--- config.mk ---
export PLATFORM = sky130hd
export DESIGN_NAME = mc_ctrl_fsm_flat
export DESIGN_NICKNAME = d
export VERILOG_FILES = /design/src/rtl/mc_ctrl_fsm_if.sv /design/src/rtl/mc_ctrl_fsm.sv /design/src/flat_wrapper.sv
export SDC_FILE = /design/constraint.sdc
export NUM_CORES = 1
export LEC_CHECK = 0
export BUFFER_PORTS_ARGS = -buffer_cell sky130_fd_sc_hd__buf_2
export CAP_MARGIN = 10
export CORE_MARGIN = 1.5
export CORE_UTILIZATION = 39
export CTS_CLUSTER_DIAMETER = 100
export DETAILED_ROUTE_END_ITERATION = 7
export PLACE_DENSITY = 0.74
export SYNTH_ARGS = -nofsm -noshare
export SYNTH_HDL_FRONTEND = slang
export SYNTH_SLANG_ARGS = --single-unit
--- constraint.sdc ---
create_clock -name clock -period 1.6 [get_ports clock]
set_input_delay 0.08 -clock clock [delete_from_list [all_inputs] [get_ports clock]]
set_output_delay 0.08 -clock clock [all_outputs]
set_load 0.05 [all_outputs]
--- src/rtl/mc_ctrl_fsm_if.sv ---
// mc_ctrl_fsm_if: instruction/flag/memory handshake and datapath control bundle
interface mc_ctrl_fsm_if #(parameter int INSTR_W = 16);
  logic [INSTR_W-1:0] instruction;
  logic               flag_z;
  logic               mem_ready;
  logic               mem_req;
  logic               pcEn;
  logic               pcIncOrSet;
  logic               irEn;
  logic               rfWe;
  logic               pcRegSel;
  logic               r2ImSel;
  logic               brWe;
  logic               wbRegAlu;
  logic [1:0]         immTypeSel;
  logic               err;
  logic [2:0]         state;
  modport master (
    output instruction, flag_z, mem_ready,
    input  mem_req, pcEn, pcIncOrSet, irEn, rfWe, pcRegSel, r2ImSel, brWe,
           wbRegAlu, immTypeSel, err, state
  );
  modport slave (
    input  instruction, flag_z, mem_ready,
    output mem_req, pcEn, pcIncOrSet, irEn, rfWe, pcRegSel, r2ImSel, brWe,
           wbRegAlu, immTypeSel, err, state
  );
endinterface

--- src/rtl/mc_ctrl_fsm.sv ---
// mc_ctrl_fsm: multi-cycle fetch/decode/execute/mem/writeback controller with memory timeout
module mc_ctrl_fsm #(
  parameter int INSTR_W     = 16,
  parameter int TIMEOUT_CYC = 15
) (
  input  logic           clock,
  input  logic           reset,
  mc_ctrl_fsm_if.slave   bus
);
  localparam int CW = $clog2(TIMEOUT_CYC + 1);
  typedef enum logic [2:0] {
    FETCH = 3'd0, DECODE = 3'd1, EXECUTE = 3'd2, MEM = 3'd3, WB = 3'd4, ERROR = 3'd7
  } state_t;
  state_t        r_state;
  logic [CW-1:0] r_wait;
  logic          r_taken;
  logic          r_store;
  logic [3:0]    w_op;
  logic [3:0]    w_sub;
  logic [3:0]    w_cond;
  logic          w_load;
  logic          w_store;
  logic          w_branch;
  logic          w_immz;
  logic          w_imms;
  logic          w_upper;
  logic          w_undef;
  logic          w_taken;
  logic          w_ex;
  logic          w_wb;
  assign w_op     = bus.instruction[INSTR_W-1 -: 4];
  assign w_sub    = bus.instruction[7:4];
  assign w_cond   = bus.instruction[11:8];
  assign w_load   = w_op == 4'h4 && w_sub == 4'h0;
  assign w_store  = w_op == 4'h4 && w_sub == 4'h4;
  assign w_branch = w_op == 4'hC;
  assign w_immz   = w_op == 4'h1 || w_op == 4'h2 || w_op == 4'h3 || w_op == 4'hD;
  assign w_imms   = w_op == 4'h5 || w_op == 4'h9;
  assign w_upper  = w_op == 4'hF;
  assign w_undef  = w_op == 4'h6 || w_op == 4'h7 || w_op == 4'h8 || w_op == 4'hA ||
                    w_op == 4'hB || w_op == 4'hE || (w_op == 4'h4 && !w_load && !w_store);
  assign w_taken  = w_branch && ((w_cond == 4'h0 && bus.flag_z) || (w_cond == 4'h1 && !bus.flag_z));
  assign w_ex     = r_state == EXECUTE;
  assign w_wb     = r_state == WB;
  always_ff @(posedge clock) begin
    if (!reset) begin
      r_state <= FETCH;
      r_wait  <= '0;
      r_taken <= 1'b0;
      r_store <= 1'b0;
    end else begin
      case (r_state)
        FETCH, MEM: begin
          r_wait <= bus.mem_ready ? '0 : r_wait + CW'(1);
          if (bus.mem_ready) r_state <= (r_state == FETCH) ? DECODE : WB;
          else if (r_wait == CW'(TIMEOUT_CYC)) r_state <= ERROR;
        end
        DECODE: r_state <= EXECUTE;
        EXECUTE: begin
          r_taken <= w_taken;
          r_store <= w_store;
          r_wait  <= '0;
          r_state <= (w_load || w_store) ? MEM : WB;
        end
        WB: begin
          r_wait  <= '0;
          r_state <= FETCH;
        end
        ERROR: r_state <= ERROR;
        default: begin
          r_wait  <= '0;
          r_state <= FETCH;
        end
      endcase
    end
  end
  // MEM decisions use the store flag captured in EXECUTE, so the bus may change meanwhile
  assign bus.mem_req    = reset && (r_state == FETCH || r_state == MEM);
  assign bus.irEn       = r_state == DECODE;
  assign bus.pcEn       = w_wb;
  assign bus.rfWe       = w_wb && !w_store && !w_branch && !w_undef;
  assign bus.wbRegAlu   = !(w_wb && w_load);
  assign bus.pcIncOrSet = w_wb && w_branch && r_taken;
  assign bus.brWe       = r_state == MEM && r_store && bus.mem_ready;
  assign bus.pcRegSel   = !(w_ex && w_branch);
  assign bus.r2ImSel    = w_ex && (w_immz || w_imms || w_upper || w_branch);
  assign bus.immTypeSel = !w_ex ? 2'b00 : w_immz ? 2'b10 : (w_imms || w_branch) ? 2'b01 : 2'b00;
  assign bus.err        = r_state == ERROR;
  assign bus.state      = r_state;
endmodule

--- src/flat_wrapper.sv ---
// flat-port wrapper written by rule: the top's interface ports become plain ports
module mc_ctrl_fsm_flat 
#(
  parameter int INSTR_W     = 16,
  parameter int TIMEOUT_CYC = 15
)
  (clock, reset, bus_instruction, bus_flag_z, bus_mem_ready, bus_mem_req, bus_pcEn, bus_pcIncOrSet, bus_irEn, bus_rfWe, bus_pcRegSel, bus_r2ImSel, bus_brWe, bus_wbRegAlu, bus_immTypeSel, bus_err, bus_state);
  mc_ctrl_fsm_if #(.INSTR_W(INSTR_W)) bus_i ();
  input  logic clock;
  input  logic reset;
  input wire logic [$bits(bus_i.instruction)-1:0] bus_instruction;
  input wire logic [$bits(bus_i.flag_z)-1:0] bus_flag_z;
  input wire logic [$bits(bus_i.mem_ready)-1:0] bus_mem_ready;
  output wire logic [$bits(bus_i.mem_req)-1:0] bus_mem_req;
  output wire logic [$bits(bus_i.pcEn)-1:0] bus_pcEn;
  output wire logic [$bits(bus_i.pcIncOrSet)-1:0] bus_pcIncOrSet;
  output wire logic [$bits(bus_i.irEn)-1:0] bus_irEn;
  output wire logic [$bits(bus_i.rfWe)-1:0] bus_rfWe;
  output wire logic [$bits(bus_i.pcRegSel)-1:0] bus_pcRegSel;
  output wire logic [$bits(bus_i.r2ImSel)-1:0] bus_r2ImSel;
  output wire logic [$bits(bus_i.brWe)-1:0] bus_brWe;
  output wire logic [$bits(bus_i.wbRegAlu)-1:0] bus_wbRegAlu;
  output wire logic [$bits(bus_i.immTypeSel)-1:0] bus_immTypeSel;
  output wire logic [$bits(bus_i.err)-1:0] bus_err;
  output wire logic [$bits(bus_i.state)-1:0] bus_state;
  assign bus_i.instruction = bus_instruction;
  assign bus_i.flag_z = bus_flag_z;
  assign bus_i.mem_ready = bus_mem_ready;
  assign bus_mem_req = bus_i.mem_req;
  assign bus_pcEn = bus_i.pcEn;
  assign bus_pcIncOrSet = bus_i.pcIncOrSet;
  assign bus_irEn = bus_i.irEn;
  assign bus_rfWe = bus_i.rfWe;
  assign bus_pcRegSel = bus_i.pcRegSel;
  assign bus_r2ImSel = bus_i.r2ImSel;
  assign bus_brWe = bus_i.brWe;
  assign bus_wbRegAlu = bus_i.wbRegAlu;
  assign bus_immTypeSel = bus_i.immTypeSel;
  assign bus_err = bus_i.err;
  assign bus_state = bus_i.state;
  mc_ctrl_fsm #(.INSTR_W(INSTR_W), .TIMEOUT_CYC(TIMEOUT_CYC)) u_core (.clock(clock), .reset(reset), .bus(bus_i));
endmodule
Yosys cells after proc, flatten, opt, wreduce, memory -nomap -nowiden
Cells that the tools add are included.

word-level totals
  bits of input ports = 20
  register bits = 9
  output and inout port bits = 15

operators by class
  reductions and logical operators = 47
  $add $sub $neg = 1
  eq/ne operators = 24
  muxes and demuxes = 10

operator list
  operator                                                                 count
  4-bit equality test, second input constant                               9
  4-bit by 3-bit equality test with 1-bit output, second input constant    5
  1-bit logical AND                                                        18
  1-bit logical OR                                                         17
  3-bit 2-to-1 mux                                                         4
  3-bit case mux with 4 select lines                                       1
  4-bit by 1-bit equality test with 1-bit output, second input constant    2
  4-bit by 2-bit equality test with 1-bit output, second input constant    2
  4-bit logical NOT                                                        2
  4-bit case mux with 2 select lines                                       1
  1-bit logical NOT                                                        7
  3-bit by 2-bit equality test with 1-bit output, second input constant    2
  3-bit equality test, second input constant                               2
  4-bit by 1-bit adder with 4-bit output, second input constant            1
  2-bit 2-to-1 mux                                                         2
  4-bit 2-to-1 mux                                                         1
  2-bit OR reduction                                                       2
  3-bit by 1-bit equality test with 1-bit output, second input constant    1
  3-bit logical NOT                                                        1
  3-bit by 2-bit inequality test with 1-bit output, second input constant  1
  1-bit 2-to-1 mux                                                         1

Depth between registers and ports, before layout
Gate-level depths: netlist of the first run.

  word-level depth = 9
  gate-level depth with buffers = 5
  gate-level depth less buffers = 5

Least setup slack after synthesis of the first run
OpenSTA, ideal clock, no wires.

  path type = reg2out
  start = reg u_core.r_state[2], in the netlist u_core.bus.state[2]
  end = out bus_rfWe
  data required time = 1.520 ns
  arrival = 3.022 ns
  buffers on the path = 1
  cell stages (with the launch flop) = 5
  slack = -1.502 ns
  cell sequence = dfxtp_1 -> clkbuf_1 -> nand2b_1 -> nor2_1 -> a21boi_0

between the ends
  cells in the longest elaborated chain, start to end = 4

RTL lines
  item                             RTL line            text
  start: declaration               mc_ctrl_fsm.sv:14   state_t r_state;
  start signal: assignment         mc_ctrl_fsm.sv:55   if (bus.mem_ready) r_state <= (r_state == FETCH) ? DECODE : WB;
  start signal: assignment         mc_ctrl_fsm.sv:63   r_state <= (w_load || w_store) ? MEM : WB;
  3-bit equality test              mc_ctrl_fsm.sv:44   assign w_wb = r_state == WB;
  via bus_pcEn                     flat_wrapper.sv:15  output wire logic [$bits(bus_i.pcEn)-1:0] bus_pcEn;
  1-bit logical AND (3 in series)  mc_ctrl_fsm.sv:81   assign bus.rfWe = w_wb && !w_store && !w_branch && !w_undef;
  end: declaration                 flat_wrapper.sv:18  output wire logic [$bits(bus_i.rfWe)-1:0] bus_rfWe;

The timed path passes the listed nets, and every way through them passes these cells.

Worst setup path after layout of the first run
  start = reg u_core.r_state[0], in the netlist u_core.bus.state[0]
  end = out bus_pcRegSel

between the ends
  cells in the longest elaborated chain, start to end = 3

RTL lines
  item                                            RTL line            text
  3-bit by 2-bit equality test with 1-bit output  mc_ctrl_fsm.sv:43   assign w_ex = r_state == EXECUTE;
  1-bit logical AND                               mc_ctrl_fsm.sv:85   assign bus.pcRegSel = !(w_ex && w_branch);
  1-bit logical NOT                               mc_ctrl_fsm.sv:85
  end: declaration                                flat_wrapper.sv:19  output wire logic [$bits(bus_i.pcRegSel)-1:0] bus_pcRegSel;

Every way passes these cells.

==> flow_metrics.py, run 1 <==
metrics = {
    "placement": {
        "portBuffers": 30,
        "place_ws_ns": 0.0915,
        "place_congestion": 0.767,
        "dp_cells": 142,
        "dp_hpwl_um": 1410,
    },
    "timing": {
        "drv_slew": 0,
        "setup_viol": 2,
        "finalWorstSetupSlack_ns": -0.0870,
        "clock_skew_ns": 0.00782,
        "tightest_slew_ns": 0.419,
        "max_freq_ghz": 0.593,
        "period_share_pct": 105,
        "finalHoldViolCount": 0,
        "fin_crit_ns": 1.69,
        "relSlewSlack_pct": 72.0,
        "rsz0062_at_grt": "yes",
    },
    "logic_synthesis": {
        "synthesis.area_um2": 656,
        "syn-num-nets": 112,
        "synth_top_area_share_pct": 27.5,
        "ys_seq_elements": 9,
        "yosysWarnings": 0,
        "async_flop_share_pct": 0,
        "synth_edf_count": 0,
        "postSynthAreaPerCell_um2": 7.20,
        "ys_types": 34,
        "yosysMostFrequentCell": "nand2_1",
        "synth_common_cells": "14 x nand2_1, 11 x nor2_1, 9 x dfxtp_1",
        "synth_cells": 91,
        "synth-main-ff-cell": "dfxtp_1",
        "ys_seq_area_share_pct": 27.5,
        "synthTopCellsByArea": "dfxtp_1 27%, nand2_1 8.0%, xnor2_1 6.7%",
        "yosysTopAreaCell": "dfxtp_1",
    },
    "drt": {
        "via_per_inst": 5.49,
        "via_count": 812,
        "wl_per_cell_um": 13.1,
        "drc": 0,
        "wl_um": 1950,
        "firstDrtPassIters": 3,
        "drt_iter0_drc": 5,
        "ant_nets": 0,
    },
    "critical_path": {
        "cp_slowest_cell": "or4_4",
        "ff2ff_setup_slack_ns": 0.10,
        "cp-end-kind": "output port",
        "timing.rr.start": "u_core.bus.state[0]",
        "timing.rr.end": "u_core.r_taken",
        "worst-path-buf-inv": 1,
        "path_depth": 3,
        "worst-endpoint-required_ns": 1.52,
        "path_class": "register to output port",
        "critPathMaxStageDelay_ns": 0.44,
        "cp_data_arrival_time_ns": 1.61,
        "critical-path-top-delay-family": "simple AND/OR/NAND/NOR gates",
        "critPathLaunchType": "register",
        "critical_path.max_fanout": 2,
        "reg2reg_depth": 4,
        "worstPathCellList": "or3b_4 -> or4_4 -> buf_8",
    },
    "outcome": {
        "status": "finished, violations left",
        "violations": "setup timing",
    },
    "floorplan": {
        "dieArea_um2": 1940,
        "rows": 14,
        "die_y_um": 44,
        "start_util_pct": 42.5,
        "io_pins": 35,
        "coreArea_um2": 1540,
        "die_w_um": 44,
    },
    "power": {
        "ir_drop_v": 0.000595,
        "pwr_density_cell_nw_per_um2": 680,
        "p_leak_nw": 0.458,
    },
    "clocking": {
        "cts-root-buf": "clkbuf_4",
        "clockBufferDepth": 2,
        "cts_tree": "done",
        "h-tree-depth": 1,
        "cts_buffers": 3,
        "clk_latency_ns": 0.27,
        "cts.sinks": 9,
        "clkTransAtPathRegs_ns": 0.06,
    },
    "min_path": {
        "min_to": "u_core.bus.state[1]",
        "hp-class": "primary input to register",
        "hp-start": "reset",
        "whs_path_depth": 2,
    },
    "grt": {
        "grt.overflow.total": 0,
        "grt_pass1_vias": 748,
        "grt_max_degree": 17,
        "grt_pass1_wl_um": 3150,
        "grt_use_total_pct": 22.4,
        "antenna_found_initial": 0,
    },
    "finish": {
        "syn_to_final_growth_pct": 60.5,
        "finalNonFillerCells": 148,
        "fillers": 133,
        "nets": 154,
        "layout-drive-gt1-share_pct": 45.5,
        "diodes": 0,
    },
    "run": {
        "drv_cap": 0,
    },
}
==> cells in the final DEF, fill, tap and decap left out, types with 2 or more instances in the layout <==
cell type,Yosys,layout
nand2_1,14,13
buf_6,0,3
nor2b_1,4,4
nand3_1,4,4
buf_2,1,23
dfxtp_1,9,6
buf_4,0,13
a21oi_1,6,6
xnor2_1,5,5
clkbuf_4,0,3
dfxtp_4,0,3
or4_4,1,2
nor3_1,4,2
buf_8,0,2
o21ai_0,3,3
nor2_1,11,10
==> stage by stage <==
stage	hold WS [ns]	utilization, %	power (mW)	instance area, µm²	TNS (ns)
detailed placement	0.384	61.8	0.524	952	0
finish	0.111	68.3	0.715	1050	-0.127
global route	0.120	68.3	0.757	1050	-0.299
floorplan	0.190	-	0.454	758	-0.636
global placement	0.374	61.8	0.520	952	0
CTS	0.106	67.2	0.719	1040	-0.184
==> layer usage <==
layer	GRT usage [%]	up-vias	share of wire (%)	routed length, µm
li1	-	410	-	-
met1	26.3	370	41	792
met2	37.1	25	52	1000
met3	3.33	7	4.5	88
met4	15.2	0	3.0	59
met5	0	-	0	0
==> worst max-delay path by stage <==
stage                   startpoint        endpoint  slack (ns)
2_1_floorplan  u_core.bus.state[1]  u_core.r_taken       -0.21
3_3_place_gp   u_core.bus.state[1]  u_core.r_taken        0.13
3_5_place_dp   u_core.bus.state[1]  u_core.r_taken        0.09
4_1_cts        u_core.bus.state[0]    bus_pcRegSel        -0.1
5_1_grt        u_core.bus.state[0]    bus_pcRegSel       -0.13
6_report       u_core.bus.state[0]    bus_pcRegSel       -0.09
==> what timing repair did <==
action,in CTS,in global routing
setup endpoints to repair,6,7
gates cloned,0,0
setup buffers,2,0
hold buffers,0,0
pin swaps,1,2
gates resized for setup,14,3
==> cell type report <==
type | count | area, µm² | share of cell area, %
Timing Repair Buffer | 41 | 277 | 26.3
Clock buffer | 4 | 26.3 | 2.50
Tap cell | 16 | 20.0 | 1.90
Multi-Input combinational cell | 77 | 534 | 50.8
Inverter | 1 | 3.75 | 0.357
Sequential cell | 9 | 191 | 18.2
==> sequential cells by signal, summed over array words and instances, names as in the netlist <==
name,flops
u_core.r_taken,1
u_core.bus.state,3
u_core.r_store,1
u_core.r_wait,4
==> kinds of logic (layout without fill, tap and decap cells) <==
logic type / Yosys count / count (layout) / share of synthesized area [%]
simple gates: 51 / 51 / 40.3
compound gates: 19 / 19 / 19.3
flops: 9 / 9 / 27.5
xor+xnor: 6 / 6 / 8.02
buf+inv: 5 / 46 / 3.05
fa+ha+maj: 1 / 1 / 1.91
==> power by group <==
group / total (mW) / internal [mW] / switching (mW) / leakage, nW
Clock: 0.180 / 0.0963 / 0.0833 / 0.0150
Sequential: 0.247 / 0.237 / 0.0104 / 0.0753
Combinational: 0.288 / 0.106 / 0.182 / 0.367
Note: power is estimated with default switching activity, not from simulation.
==> run 2: changes to the inputs <==
--- a/config.mk
+++ b/config.mk
@@ -9,7 +9,6 @@
 export CAP_MARGIN = 10
 export CORE_MARGIN = 1.5
 export CORE_UTILIZATION = 39
-export CTS_CLUSTER_DIAMETER = 100
 export DETAILED_ROUTE_END_ITERATION = 7
 export PLACE_DENSITY = 0.74
 export SYNTH_ARGS = -nofsm -noshare
==> constraint.sdc (replaced) <==
create_clock -name clock -period 1.6 [get_ports clock]
set_input_delay 0.4 -clock clock [delete_from_list [all_inputs] [get_ports clock]]
set_output_delay 0.4 -clock clock [all_outputs]
set_load 0.05 [all_outputs]
==> flow_metrics.py, run 2 (synthesized netlist as in run 1, its figures left out) <==
metrics = {
    "critical_path": {
        "worst-path-buf-inv": 1,
        "critical_path.max_fanout": 2,
        "worstPathCellList": "or3b_4 -> or4_4 -> buf_8",
        "critPathLaunchType": "register",
        "cp_data_arrival_time_ns": 1.65,
        "cp_slowest_cell": "or4_4",
        "cp-end-kind": "output port",
        "path_class": "register to output port",
        "critPathMaxStageDelay_ns": 0.45,
        "worst-endpoint-required_ns": 1.20,
        "critical-path-top-delay-family": "simple AND/OR/NAND/NOR gates",
    },
    "placement": {
        "portBuffers": 30,
        "dp_hpwl_um": 1640,
        "place_congestion": 0.831,
        "dp_cells": 152,
        "place_ws_ns": -0.427,
    },
    "finish": {
        "fin_util_pct": 87.4,
        "syn_to_final_growth_pct": 106,
        "fillers": 78,
        "regMostFlops": "u_core.r_wait",
        "diodes": 0,
        "layout-drive-gt1-share_pct": 57.1,
        "layout_commonest_cell": "buf_4",
        "nets": 169,
        "multiInputGateArea_um2": 631,
        "finalNonFillerCells": 163,
        "seqCellArea_um2": 191,
        "final_cell_mix": "20 x buf_4, 17 x buf_2, 12 x nand2_1, 12 x buf_6, 10 x nor2_1",
        "largest_reg_flops": 4,
    },
    "run": {
        "drv_cap": 0,
    },
    "drt": {
        "firstDrtPassIters": 4,
        "wl_met1_um": 1040,
        "met3WireLength_um": 264,
        "wl_met2_um": 1530,
        "wl_per_cell_um": 17.8,
        "ant_nets": 0,
        "wl_um": 2910,
        "via_per_inst": 5.86,
        "drc": 0,
        "via_count": 955,
        "drt_iter0_drc": 30,
        "top_layer_used": "met4",
    },
    "grt": {
        "grt_pass1_vias": 961,
        "grt_max_degree": 17,
        "grt_use_total_pct": 33.6,
        "grt.overflow.total": 0,
        "grt_pass1_wl_um": 4660,
        "antenna_found_initial": 0,
    },
    "floorplan": {
        "dieArea_um2": 1940,
        "die_y_um": 44,
        "start_util_pct": 42.5,
        "io_pins": 35,
        "coreArea_um2": 1540,
        "rows": 14,
        "die_w_um": 44,
    },
    "timing": {
        "setup_viol": 12,
        "tightest_slew_ns": 0.335,
        "finalHoldViolCount": 0,
        "setup_tns_ns": -2.98,
        "drv_slew": 0,
        "fin_crit_ns": 2.05,
        "rsz0062_at_grt": "yes",
        "period_share_pct": 128,
        "relSlewSlack_pct": 77.6,
        "worst_hold_slack_ns": 0.424,
        "clock_skew_ns": 0.0107,
        "max_freq_ghz": 0.487,
        "finalWorstSetupSlack_ns": -0.453,
    },
    "clocking": {
        "clockBufferDepth": 2,
        "hold_buffers": 0,
        "h-tree-depth": 1,
        "cts_tree": "done",
        "clk_latency_ns": 0.29,
        "clkTransAtPathRegs_ns": 0.07,
        "cts_buffers": 3,
        "cts-root-buf": "clkbuf_4",
        "cts.sinks": 9,
    },
    "min_path": {
        "hp-class": "primary input to register",
    },
    "power": {
        "ir_drop_v": 0.000559,
        "p_leak_nw": 0.570,
        "pwr_density_cell_nw_per_um2": 641,
    },
    "outcome": {
        "status": "finished, violations left",
        "violations": "setup timing",
    },
}
[run 2: cell types whose count changed in the layout (fill, tap and decap cells not counted), sizes merged]
| cell | before | now |
|---|---|---|
| buf | 41 | 56 |
[run 2: final timing paths]
path                                          start                  end  slack [ns]  depth (start not counted)
worst max-delay path            u_core.bus.state[2]         bus_pcRegSel       -0.45                          3
worst min-delay path                          reset  u_core.bus.state[2]        0.42                          3
worst max register to register  u_core.bus.state[1]     u_core.r_wait[3]           0                          7
worst min register to register     u_core.r_wait[1]     u_core.r_wait[1]        0.52                          2
[run 2: tightest hold or removal path: stages]
cell      delay [ns]
buf_2           0.11
inv_1           0.11
a211oi_1        0.07
[run 2: stage by stage]
stage	total power, mW	instance area [µm²]
3_5_place_dp	0.561	1060
3_3_place_gp	0.554	1060
6_report	0.864	1350
4_1_cts	0.810	1290
2_1_floorplan	0.463	798
5_1_grt	0.900	1350
[run 2: metal layers]
| metal | GRT usage (%) | up-vias |
|---|---|---|
| met5 | 0 | - |
| met1 | 41.0 | 450 |
| li1 | - | 439 |
| met2 | 56.5 | 59 |
| met3 | 8.75 | 7 |
| met4 | 12.1 | 0 |
[run 2: layout make-up]
class,count,area share [%]
multi-input cells,77,46.8
flip-flops and latches,9,14.2
repair buffers,56,35.3
inverters,1,0.279
clock buffers,4,1.95
well taps,16,1.49
[run 2: power by group]
part           switching, mW  internal (mW)
sequential            0.0108          0.237
combinational          0.235          0.181
clock                  0.103         0.0972
[run 2: timing repair]
item / 4_1_cts / 5_1_grt
setup buffers: 7 / 2
endpoints found under the hold margin: 0 / 0
resized for setup: 43 / 14
gates cloned: 0 / 0
pin swaps: 4 / 1
endpoints found under the setup margin: 13 / 16
==> run 3: changes to the inputs <==
--- a/config.mk
+++ b/config.mk
@@ -5,10 +5,11 @@
 export SDC_FILE = /design/constraint.sdc
 export NUM_CORES = 1
 export LEC_CHECK = 0
+export ABC_AREA = 1
 export BUFFER_PORTS_ARGS = -buffer_cell sky130_fd_sc_hd__buf_2
 export CAP_MARGIN = 10
 export CORE_MARGIN = 1.5
-export CORE_UTILIZATION = 39
+export CORE_UTILIZATION = 40
 export DETAILED_ROUTE_END_ITERATION = 7
 export PLACE_DENSITY = 0.74
 export SYNTH_ARGS = -nofsm -noshare
==> flow_metrics.py, run 3 <==
metrics = {
    "min_path": {
        "hp-start": "reset",
        "hp-class": "primary input to register",
        "whs_path_depth": 3,
        "min_to": "u_core.r_store",
    },
    "drt": {
        "drt_iter0_drc": 35,
        "via_count": 1060,
        "wl_per_cell_um": 14.6,
        "drc": 0,
        "wl_um": 2940,
        "ant_nets": 0,
        "via_per_inst": 5.27,
        "firstDrtPassIters": 4,
    },
    "logic_synthesis": {
        "ys_seq_elements": 9,
        "synth_top_area_share_pct": 25.4,
        "async_flop_share_pct": 0,
        "synth-main-ff-cell": "dfxtp_1",
        "synthesis.area_um2": 709,
        "ys_types": 22,
        "yosysTopAreaCell": "dfxtp_1",
        "syn-num-nets": 140,
        "synth_cells": 119,
        "yosysMostFrequentCell": "nand2_1",
        "yosysWarnings": 0,
        "synth_edf_count": 0,
        "postSynthAreaPerCell_um2": 5.96,
        "synthTopCellsByArea": "dfxtp_1 25%, nand2_1 15%, inv_1 13%",
        "synth_common_cells": "28 x nand2_1, 25 x inv_1, 12 x nor2_1",
        "ys_seq_area_share_pct": 25.4,
    },
    "timing": {
        "worst_hold_slack_ns": 0.399,
        "finalHoldViolCount": 0,
        "tightest_slew_ns": 0.384,
        "fin_crit_ns": 1.90,
        "period_share_pct": 119,
        "rsz0062_at_grt": "yes",
        "max_freq_ghz": 0.527,
        "relSlewSlack_pct": 74.4,
        "finalWorstSetupSlack_ns": -0.298,
        "clock_skew_ns": 0.0108,
        "setup_viol": 14,
        "drv_slew": 0,
    },
    "clocking": {
        "clkTransAtPathRegs_ns": 0.07,
        "cts.sinks": 9,
        "cts_buffers": 3,
        "clk_latency_ns": 0.27,
        "cts_tree": "done",
        "hold_buffers": 0,
        "h-tree-depth": 1,
        "clockBufferDepth": 2,
        "cts-root-buf": "clkbuf_4",
    },
    "floorplan": {
        "coreArea_um2": 1690,
        "start_util_pct": 42.0,
        "die_w_um": 45.1,
        "rows": 15,
        "die_y_um": 45.1,
        "io_pins": 35,
        "dieArea_um2": 2040,
    },
    "power": {
        "p_total_mw": 2.11,
        "ir_drop_v": 0.000837,
        "pwr_density_cell_nw_per_um2": 1460,
        "p_leak_nw": 0.723,
    },
    "grt": {
        "grt.overflow.total": 0,
        "grt_use_total_pct": 27.6,
        "antenna_found_initial": 0,
        "grt_max_degree": 8,
        "grt_pass1_vias": 989,
        "grt_pass1_wl_um": 4040,
    },
    "outcome": {
        "status": "finished, violations left",
        "violations": "setup timing",
    },
    "finish": {
        "final_cell_mix": "27 x buf_4, 25 x nand2_1, 20 x inv_1, 18 x buf_2, 12 x buf_6",
        "syn_to_final_growth_pct": 103,
        "regMostFlops": "u_core.r_wait",
        "diodes": 0,
        "layout-drive-gt1-share_pct": 57.6,
        "largest_reg_flops": 4,
        "fin_util_pct": 85.4,
        "nets": 206,
        "layout_commonest_cell": "buf_4",
    },
    "critical_path": {
        "cp-end-kind": "output port",
        "reg2reg_depth": 13,
        "cp_data_arrival_time_ns": 1.50,
        "worst-endpoint-required_ns": 1.20,
        "path_class": "register to output port",
        "ff2ff_setup_slack_ns": -0.24,
        "timing.rr.end": "u_core.bus.state[1]",
        "critPathLaunchType": "register",
        "critical_path.max_fanout": 5,
        "timing.rr.start": "u_core.bus.state[0]",
    },
    "placement": {
        "place_congestion": 0.779,
        "place_ws_ns": -0.319,
        "dp_hpwl_um": 1690,
        "portBuffers": 30,
    },
    "run": {
        "drv_cap": 0,
    },
}
## run 3: cell types whose count changed in the layout (fill, tap and decap cells not counted), sizes merged, moves of 3 or more
cell	previous run	this run
inv	1	27
nand2	14	32
buf	56	61
xnor2	5	0
a21oi	6	10
nor2b	4	0
nor3	4	8
nor2	11	14
or4	3	0
## run 3: kinds of logic (layout without fill, tap and decap cells)
group                    after synthesis  count (layout)  share of synthesized area, %
XOR/XNOR                               1               1                          1.23
flip-flops                             9               9                          25.4
AO/OA/AOI/OAI                         19              19                          16.9
adder cells (fa/ha/maj)                1               1                          1.76
AND/OR/NAND/NOR                       62              62                          40.4
buffers and inverters                 27              92                          14.3
## run 3: report_power, final
group          switching, mW  internal [mW]
clock network         0.0813         0.0961
registers             0.0922          0.306
logic                  0.913          0.622
## run 3: metal layers
metal  GRT usage, %  share of wire (%)
met5              0                  0
met2           49.7                 54
met1           28.8                 36
met4           15.3                5.3
met3           6.80                5.0
## run 3: how the worst max path moves through the flow
stage / start / to / slack, ns / cells after the start
finish: u_core.bus.state[1] / bus_rfWe / -0.30 / 5
CTS: u_core.bus.state[1] / bus_pcRegSel / -0.18 / 6
global placement: bus_instruction[12] / bus_r2ImSel / -0.26 / 8
global route: u_core.bus.state[1] / bus_rfWe / -0.34 / 5
detailed placement: bus_instruction[12] / bus_r2ImSel / -0.32 / 8
floorplan: u_core.bus.state[2] / bus_rfWe / -0.43 / 4
## run 3: layout make-up
class / instances / area, µm²
multi-input cells: 83 / 594
repair buffers: 61 / 493
fillers: 95 / 246
flip-flops and latches: 9 / 191
inverters: 27 / 116
clock buffers: 4 / 26.3
well taps: 17 / 21.3
## run 3: critical path, cell delays in order (launching register included)
cell and delay (ns):
dfxtp_4 0.36, buf_12 0.13, nor3_4 0.22, nand3_2 0.15
nor3_4 0.18, buf_6 0.18
## run 3: through the flow
stage          setup TNS, ns  area [µm²]  instances
2_1_floorplan          -1.26         802        119
3_3_place_gp           -1.09        1030        173
6_report               -2.31        1440        201
4_1_cts                -1.47        1330        196
3_5_place_dp           -1.73        1030        173
5_1_grt                -3.00        1440        201
## run 3: repair_timing
action                     CTS  global route
buffers inserted            19             5
gates resized for setup     39            23
pin swaps                    5             2
setup endpoints to repair   11            16
